[src/rtl/bcd_pkg.sv]
// Shared definitions for the BCD arithmetic blocks: digit width, FSM encoding
// and the digit-validity helper.
package bcd_pkg;

    localparam int BCD_DIGIT_W = 4;

    typedef enum logic [1:0] {
        IDLE = 2'd0,
        CALC = 2'd1,
        DONE = 2'd2
    } bcd_state_e;

    function automatic logic digit_valid(input logic [BCD_DIGIT_W-1:0] d);
        return (d <= 4'd9);
    endfunction

endpackage

[src/rtl/bcd_adder_ndigit.sv]
// Combinational ripple of single-digit BCD adders over N_DIG packed digits.
module bcd_adder_ndigit
    import bcd_pkg::*;
#(
    parameter int N_DIG = 8
) (
    input  logic [BCD_DIGIT_W*N_DIG-1:0] a,
    input  logic [BCD_DIGIT_W*N_DIG-1:0] b,
    input  logic                         cin,
    output logic [BCD_DIGIT_W*N_DIG-1:0] sum,
    output logic                         cout
);

    logic [N_DIG:0] carry;

    assign carry[0] = cin;
    assign cout     = carry[N_DIG];

    for (genvar g = 0; g < N_DIG; g++) begin : g_digit
        logic [4:0] raw;

        assign raw = {1'b0, a[g*BCD_DIGIT_W +: BCD_DIGIT_W]}
                   + {1'b0, b[g*BCD_DIGIT_W +: BCD_DIGIT_W]}
                   + {4'd0, carry[g]};
        assign carry[g+1] = (raw > 5'd9);
        // +6 wraps the low nibble back into 0..9 when the digit overflows
        assign sum[g*BCD_DIGIT_W +: BCD_DIGIT_W] = carry[g+1] ? (raw[3:0] + 4'd6) : raw[3:0];
    end

endmodule

[src/rtl/bcd_multiplier.sv]
// Sequential packed-BCD multiplier using digit-serial repeated addition;
// start/end handshake matches the repeated-subtraction BCD divider.
//
// state | meaning
// IDLE  | waiting for start; operands sampled here
// CALC  | one add, shift or finish decision per cycle
// DONE  | one-cycle completion pulse, then back to IDLE
module bcd_multiplier
    import bcd_pkg::*;
#(
    parameter int N_DIGITS = 4
) (
    input  logic                            clk,
    input  logic                            rst,
    input  logic                            start,
    input  logic [BCD_DIGIT_W*N_DIGITS-1:0] multiplicand,
    input  logic [BCD_DIGIT_W*N_DIGITS-1:0] multiplier,
    output logic [2*BCD_DIGIT_W*N_DIGITS-1:0] product,
    output logic                            busy,
    output logic                            end_multiplication,
    output logic                            err
);

    localparam int OP_W   = BCD_DIGIT_W * N_DIGITS;
    localparam int PROD_W = 2 * OP_W;
    localparam int IDX_W  = (N_DIGITS > 1) ? $clog2(N_DIGITS) : 1;
    localparam logic [IDX_W-1:0] IDX_LAST = IDX_W'(N_DIGITS - 1);

    bcd_state_e        state_q,   state_d;
    logic [PROD_W-1:0] product_q, product_d;
    logic [PROD_W-1:0] mcand_q,   mcand_d;
    logic [OP_W-1:0]   mplier_q,  mplier_d;
    logic [IDX_W-1:0]  idx_q,     idx_d;
    logic              err_q,     err_d;

    logic [PROD_W-1:0] add_sum;
    logic              cout_unused;
    logic              ops_valid;

    bcd_adder_ndigit #(
        .N_DIG(2 * N_DIGITS)
    ) u_adder (
        .a   (product_q),
        .b   (mcand_q),
        .cin (1'b0),
        .sum (add_sum),
        .cout(cout_unused)
    );

    always_comb begin
        ops_valid = 1'b1;
        for (int i = 0; i < N_DIGITS; i++) begin
            if (!digit_valid(multiplicand[i*BCD_DIGIT_W +: BCD_DIGIT_W]) ||
                !digit_valid(multiplier[i*BCD_DIGIT_W +: BCD_DIGIT_W])) begin
                ops_valid = 1'b0;
            end
        end
    end

    always_ff @(posedge clk or negedge rst) begin
        if (!rst) begin
            state_q   <= IDLE;
            product_q <= '0;
            mcand_q   <= '0;
            mplier_q  <= '0;
            idx_q     <= '0;
            err_q     <= 1'b0;
        end else begin
            state_q   <= state_d;
            product_q <= product_d;
            mcand_q   <= mcand_d;
            mplier_q  <= mplier_d;
            idx_q     <= idx_d;
            err_q     <= err_d;
        end
    end

    always_comb begin
        state_d   = state_q;
        product_d = product_q;
        mcand_d   = mcand_q;
        mplier_d  = mplier_q;
        idx_d     = idx_q;
        err_d     = err_q;

        unique case (state_q)
            IDLE: begin
                if (start) begin
                    product_d = '0;
                    if (ops_valid) begin
                        mcand_d  = {{OP_W{1'b0}}, multiplicand};
                        mplier_d = multiplier;
                        idx_d    = '0;
                        err_d    = 1'b0;
                        state_d  = CALC;
                    end else begin
                        err_d    = 1'b1;
                        state_d  = DONE;
                    end
                end
            end
            CALC: begin
                if (mplier_q[BCD_DIGIT_W-1:0] != '0) begin
                    product_d = add_sum;
                    mplier_d[BCD_DIGIT_W-1:0] = mplier_q[BCD_DIGIT_W-1:0] - 4'd1;
                end else if (idx_q == IDX_LAST) begin
                    state_d = DONE;
                end else begin
                    mplier_d = mplier_q >> BCD_DIGIT_W;
                    mcand_d  = mcand_q << BCD_DIGIT_W;
                    idx_d    = idx_q + 1'b1;
                end
            end
            DONE: begin
                state_d = IDLE;
            end
            default: begin
                state_d = IDLE;
            end
        endcase
    end

    assign product            = product_q;
    assign err                = err_q;
    assign busy               = (state_q != IDLE);
    assign end_multiplication = (state_q == DONE);

endmodule

[config.mk]
export PLATFORM = sky130hd
export DESIGN_NAME = bcd_multiplier
export DESIGN_NICKNAME = d
export VERILOG_FILES = /design/src/rtl/bcd_pkg.sv /design/src/rtl/bcd_adder_ndigit.sv /design/src/rtl/bcd_multiplier.sv
export SDC_FILE = /design/constraint.sdc
export NUM_CORES = 1
export LEC_CHECK = 0
export CAP_MARGIN = 20
export CORE_MARGIN = 5
export CORE_UTILIZATION = 51
export DETAILED_ROUTE_END_ITERATION = 10
export HOLD_SLACK_MARGIN = 0.05
export PLACE_DENSITY_LB_ADDON = 0.12
export SLEW_MARGIN = 20
export SYNTH_ARGS = -nofsm -noshare
export SYNTH_HDL_FRONTEND = slang
export SYNTH_SLANG_ARGS = --single-unit
[constraint.sdc]
create_clock -name clk -period 11.9 [get_ports clk]
set_input_delay 2.38 -clock clk [delete_from_list [all_inputs] [get_ports clk]]
set_output_delay 2.38 -clock clk [all_outputs]
set_load 0.05 [all_outputs]
* Yosys cells after proc, flatten, opt, wreduce, memory -nomap -nowiden
Cells that the tools add are included.
Storage, ports and cells: bits of input ports 35, output and inout port bits 35, register bits after elaboration 85, logic and storage cells 116
Cells by class: equality and inequality tests 10, add/subtract/negate cells 25, mux-type cells 37, reductions and logical operators 21, $lt $le $gt $ge 16
Operators with widths (count):
- $mux 32 | 6
- $pmux 32 s2 | 2
- $mux 16 | 3
- $add 4x4->5 | 8
- $gt 5x4->1 const B | 8
- $mux 4 | 9
- $add 5x1->5 | 7
- $add 4x3->4 const B | 8
- $le 4x4->1 const B | 8
- $pmux 16 s2 | 1
- $mux 2 | 8
- $mux 12 | 1
- $ne 2x2->1 const B | 6
- $logic_not 1->1 | 8
- $pmux 2 s2 | 2
- $reduce_and 3->1 | 2
- $mux 1 | 5
- $reduce_and 5->1 | 1
- $eq 2x2->1 const B | 2
- $logic_or 1x1->1 | 4
- $reduce_and 4->1 | 1
- $reduce_bool 2->1 | 2
- $reduce_bool 4->1 | 1
- $sub 4x1->4 const B | 1
- 5 further kinds | 5

* Longest topological paths before layout
depth after elaboration 19, depth in mapped cells 56, gate-level depth less buffers 56

* Cells and area by module
Synthesis repeated with hierarchy kept, for this count alone.
Second synthesis, totals: cell total of the unflattened synthesis 614, area, all modules 5611.6 µm²
Modules (own cells, without submodules):
- bcd_multiplier | sequential area each 2127.0 µm², area an instance 3714.8 µm², cells an instance 389, instances 1
- bcd_adder_ndigit | sequential area each 0.0 µm², area an instance 1896.8 µm², cells an instance 225, instances 1

* Worst setup path before layout
OpenSTA, ideal clock, no wires.
kind flip-flop to flip-flop, start point reg product_q[0] (netlist: product[0]), end point reg product_q[29] (netlist: product[29]), data arrival time 11355 ps, stages on the path, launching flop included 56, clock period less this slack 11477 ps, path slack 423 ps, library setup time 122 ps, data required time 11778 ps, path buffers 0, cells stage by stage dfrtp_1 -> ha_1 -> inv_1 -> fa_1 -> xor2_1 -> nand2_1 -> a21oi_1 -> fa_1 -> inv_1 -> fa_1 -> xnor2_1 -> nand2_2 -> a21oi_1 -> fa_1 -> inv_1 -> fa_1 -> xnor2_1 -> nand2_1 -> (+20 left out) -> fa_1 -> inv_1 -> fa_1 -> xnor2_1 -> and2_1 -> nor4_1 -> nor3_1 -> fa_1 -> inv_1 -> fa_1 -> xor2_1 -> inv_1 -> ha_1 -> nand2_1 -> o31ai_1 -> nor3b_1 -> mux2i_1 -> nand2_1
On the way: word-level cells in the longest chain between the ends 19, elaborated cells between the ends (all ways) 20, those cells by class add/sub (9); order compare (8); mux (3)
RTL lines:
- start: declaration | line bcd_multiplier.sv:30 | logic [PROD_W-1:0] product_q, product_d;
- start signal: assignment | line bcd_multiplier.sv:70 | product_q <= product_d;
- $add 4x4->5 * | line bcd_adder_ndigit.sv:23 | + {1'b0, b[g*BCD_DIGIT_W +: BCD_DIGIT_W]}
- $gt 5x4->1 * | line bcd_adder_ndigit.sv:25 | assign carry[g+1] = (raw > 5'd9);
- $add 5x1->5 * | line bcd_adder_ndigit.sv:24 | + {4'd0, carry[g]};
- $gt 5x4->1 * | line bcd_adder_ndigit.sv:25
- $add 5x1->5 * | line bcd_adder_ndigit.sv:24
- $gt 5x4->1 * | line bcd_adder_ndigit.sv:25
- $add 5x1->5 * | line bcd_adder_ndigit.sv:24
- $gt 5x4->1 * | line bcd_adder_ndigit.sv:25
- (+3 left out)
- $gt 5x4->1 * | line bcd_adder_ndigit.sv:25
- $add 5x1->5 * | line bcd_adder_ndigit.sv:24
- $gt 5x4->1 * | line bcd_adder_ndigit.sv:25
- $add 5x1->5 * | line bcd_adder_ndigit.sv:24
- $add 4x3->4 / $gt 5x4->1 (equally long branches) | line bcd_adder_ndigit.sv:27, bcd_adder_ndigit.sv:25
- $mux 4 * | line bcd_adder_ndigit.sv:27 | assign sum[g*BCD_DIGIT_W +: BCD_DIGIT_W] = carry[g+1] ? (raw[3:0] + 4'd6) : raw[3:0];
- $mux 32 * | line bcd_multiplier.sv:103 | if (mplier_q[BCD_DIGIT_W-1:0] != '0) begin
- $pmux 32 s2 * | line bcd_multiplier.sv:86 | unique case (state_q)
Every way passes the cells marked *; elsewhere a longest branch is shown, timed or not. The select of a mux whose other input is x is not followed. A chain may end at the register's enable or synchronous reset.

* Final worst setup path
start point reg mcand_q[0], end point reg product_q[29] (netlist: product[29])
On the way: word-level cells in the longest chain between the ends 19, elaborated cells between the ends (all ways) 20, those cells by class add/sub (9); order compare (8); mux (3)
RTL lines:
- start: declaration | line bcd_multiplier.sv:31 | logic [PROD_W-1:0] mcand_q, mcand_d;
- start signal: assignment | line bcd_multiplier.sv:71 | mcand_q <= mcand_d;
- $add 4x4->5 * | line bcd_adder_ndigit.sv:23
- $gt 5x4->1 * | line bcd_adder_ndigit.sv:25
- $add 5x1->5 * | line bcd_adder_ndigit.sv:24
- $gt 5x4->1 * | line bcd_adder_ndigit.sv:25
- $add 5x1->5 * | line bcd_adder_ndigit.sv:24
- $gt 5x4->1 * | line bcd_adder_ndigit.sv:25
- $add 5x1->5 * | line bcd_adder_ndigit.sv:24
- $gt 5x4->1 * | line bcd_adder_ndigit.sv:25
- (+3 left out)
- $gt 5x4->1 * | line bcd_adder_ndigit.sv:25
- $add 5x1->5 * | line bcd_adder_ndigit.sv:24
- $gt 5x4->1 * | line bcd_adder_ndigit.sv:25
- $add 5x1->5 * | line bcd_adder_ndigit.sv:24
- $add 4x3->4 / $gt 5x4->1 (equally long branches) | line bcd_adder_ndigit.sv:27, bcd_adder_ndigit.sv:25
- $mux 4 * | line bcd_adder_ndigit.sv:27
- $mux 32 * | line bcd_multiplier.sv:103
- $pmux 32 s2 * | line bcd_multiplier.sv:86
Marked as above.

==> impl_results.md <==
* Leak at 3.50 nW
* Grt ovf at 0
* Max_slew headroom at 0.300
* Vias post-DR at 4,982
* Worst path max stage delay at 0.55 ns
* H-tree Lvls at 3
* Final setup skew at a little under 0.008 ns
* Worst-Skew Late Latency at 0.35 ns
* CP Class: reg -> reg
* DP Worst Slack at -0.320 ns
* Critical path data arrival time at 11.64 ns
* Top Ports at 70
* Initial antenna violation count at 0
* Worst Path Required at between 10 and 15 ns
* Result of the run: complete, no violations
* First DRT Iteration DRCs at ~450
* Buf+Inv Stages, Crit Path at 13
* Placed instance area at about 6600 um2
* Worst hold slack at 0.489 ns
* Worst VDD drop at 0.000108 V
* Die Y at approximately 120 um
* Fin. max-slew vios at 0
* Pwr per Cell Area at around 180 nW/um2
* Crit path time final at about 11 ns
* Setup tns final at 0 ns
* GPL Wtd Cong at roughly 0.93
* Crit. End Element: flip-flop
* CP Max Fanout at 5
* Final Cycle Share at 0.958
* Final wirelength at 14.9 mm
* Peak Freq at 0.0877 GHz
* Main synth FF type: dfrtp_1
* Die area at 13,500 um2
* Cells after Synth at a little over 600
* Diode count at 0
* Area grow syn2layout at 23.2%
* Mean Syn Cell Area at 9.29 um2
* Number of cells on the critical path at 55
* Total power at ~1.3 mW
* Share of cells above drive strength 1 at 0.140
* Async SR Flop Fraction at 1.00
* CTS tree: done
* DR DRC count at 0
* Total of max-cap violations at 0
* Slowest CP cell: fa_2
* Synth warn at 0
* Reg2Reg Setup Slack at 0.50 ns
* Mapped Nets at 705
* Post-route ant nets at 0
* RR Startpoint: mcand_q[0]
* Synthesized area at between 5000 and 6000 um2
* Final Cell Area at 7100 um2
* Final hold vios at 0
* EDFF count, synth at 0
* Worst slew pin tran at 1.05 ns
* Setup WS post-layout at 0.495 ns
* Die Width at 116 um
* Core area at 10,900 um2
* Reg2reg path depth at 55
* RR Endpoint: product[29]
* Clk slew on worst S/H paths at 0.07 ns
* WL/cell at 17.7 um
* CTS root buf: clkbuf_16
* Critical Path Source: mcand_q[0]
* Register bit total from synthesis at 85
* Hpwl dp at 10.5 mm
* First-pass GRT wire length at 23.9 mm
* Critical path's top delay family: adder cells
* Setup violators final at 0
* Clock buffer depth at 2
* Netlist cell types at 57
* Worst Hold Class: reg -> reg
* Total GRT Usage at 0.225
* Num rows at 38
* Vias per cell at 5.92
* Count of input and output buffers at 69
* Initial Util at 0.527
* CTS Buf Count at 9
* Nature of the critical path startpoint: flip-flop
* # clock sinks at 85
* Critical path destination: product[29]
* Pin count of the biggest net entering global routing at 47
* Seq/Total Area, Yosys at 0.369
* DRT Pass-1 Iters at 4
* Vias in the first global route at around 4,900
* Layout Nets at between 700 and 800
* CP dominant cell by count: inv_1
Yosys cell counts, types with 7 or more instances:
| library cell | count | area (um2) |
|---|---|---|
| a21bo_2 | 7 | 70.1 |
| a21o_1 | 15 | 113 |
| a21oi_1 | 25 | 125 |
| buf_2 | 8 | 40.0 |
| clkbuf_1 | 11 | 41.3 |
| dfrtp_1 | 85 | 2130 |
| fa_1 | 15 | 300 |
| ha_1 | 35 | 438 |
| inv_1 | 54 | 203 |
| mux2_2 | 23 | 259 |
| mux2i_1 | 17 | 170 |
| nand2_1 | 89 | 334 |
| nand3_1 | 34 | 170 |
| nor2_1 | 26 | 97.6 |
| nor2b_1 | 9 | 56.3 |
| nor3_1 | 17 | 85.1 |
| o21a_1 | 9 | 67.6 |
| o21ai_0 | 29 | 145 |
| o31ai_1 | 11 | 82.6 |
| xnor2_1 | 7 | 61.3 |
repair_timing:
| item | 4_1_cts | 5_1_grt |
|---|---|---|
| endpoints found under the setup margin | 3 | 3 |
| buffers inserted | 0 | 7 |
| pin swaps | 0 | 4 |
| resized for setup | 6 | 20 |
| endpoints found under the hold margin | 0 | 0 |
| hold buffers | 0 | 0 |
worst reg2reg max path: cells and delay by family, from the launching register on:
kind | cells | cell delay, ns
buf+inv | 13 | 1.02
mux | 1 | 0.21
xor+xnor | 2 | 0.39
flops | 1 | 0.39
fa+ha+maj | 17 | 5.87
compound gates | 10 | 1.63
simple gates | 12 | 1.78
worst min-delay path by stage:
stage | from | endpoint | cells after the start
after detailed placement | mplier_q[14] | mplier_q[14] | 1
final | mplier_q[14] | mplier_q[14] | 1
after global placement | mplier_q[12] | mplier_q[12] | 1
after CTS | mplier_q[14] | mplier_q[14] | 1
after global routing | mplier_q[14] | mplier_q[14] | 1
after floorplan | mplier_q[12] | mplier_q[12] | 1
flip-flops by register name (all words and copies together), names as in the netlist:
name	cells
mplier_q	16
idx_q	2
err	1
product	32
state_q	2
mcand_q	32
placed cells by master (no fill, tap or decap), drive strengths merged, types with 11 or more instances in the layout:
master and instances:
mux2 24, ha 35, nor3 19, dfrtp 85, nand2 90, nor2 27
fa 15, inv 54, nand3 34, a21o 15, clkdlybuf4s50 68, mux2i 17
o31ai 11, o21ai 29, buf 19, a21oi 25
power breakdown:
part | total [mW] | switching (mW) | leakage [nW] | internal (mW)
Clock | 0.300 | 0.118 | 0.151 | 0.183
Sequential | 0.410 | 0.0558 | 1.11 | 0.354
Combinational | 0.569 | 0.324 | 2.24 | 0.244
area by class of cell:
| cell class | count | area, um2 |
|---|---|---|
| Tap cell | 140 | 175 |
| Multi-Input combinational cell | 459 | 3450 |
| Clock inverter | 7 | 90.1 |
| Clock buffer | 9 | 225 |
| Timing Repair Buffer | 87 | 827 |
| Inverter | 54 | 203 |
| Fill cell | 927 | 3830 |
| Sequential cell | 85 | 2130 |
stage by stage:
| step | util | instances |
|---|---|---|
| after floorplan | - | 620 |
| after global placement | 0.603 | 817 |
| after detailed placement | 0.604 | 818 |
| after CTS | 0.637 | 834 |
| after global routing | 0.649 | 841 |
| final | 0.649 | 841 |
per-layer routing:
layer / share of wire / up-vias / track usage
met3: 0.052 / 38 / 0.0337
li1: - / 2360 / -
met4: 0.031 / 0 / 0.103
met2: 0.47 / 191 / 0.355
met1: 0.45 / 2393 / 0.308
met5: 0 / - / 0
logic make-up (layout without fill, tap and decap cells):
group / count (synthesis) / in the layout / share of synthesized area
AOI/OAI and AO/OA: 143 / 143 / 0.175
xor gates and xnor gates: 9 / 9 / 0.0137
adders and majority gates: 50 / 50 / 0.128
buffers and inverters: 76 / 157 / 0.0539
DFF: 85 / 85 / 0.369
muxes: 41 / 41 / 0.0771
and+or+nand+nor: 216 / 216 / 0.183
Note: power is estimated with default switching activity, not from simulation.
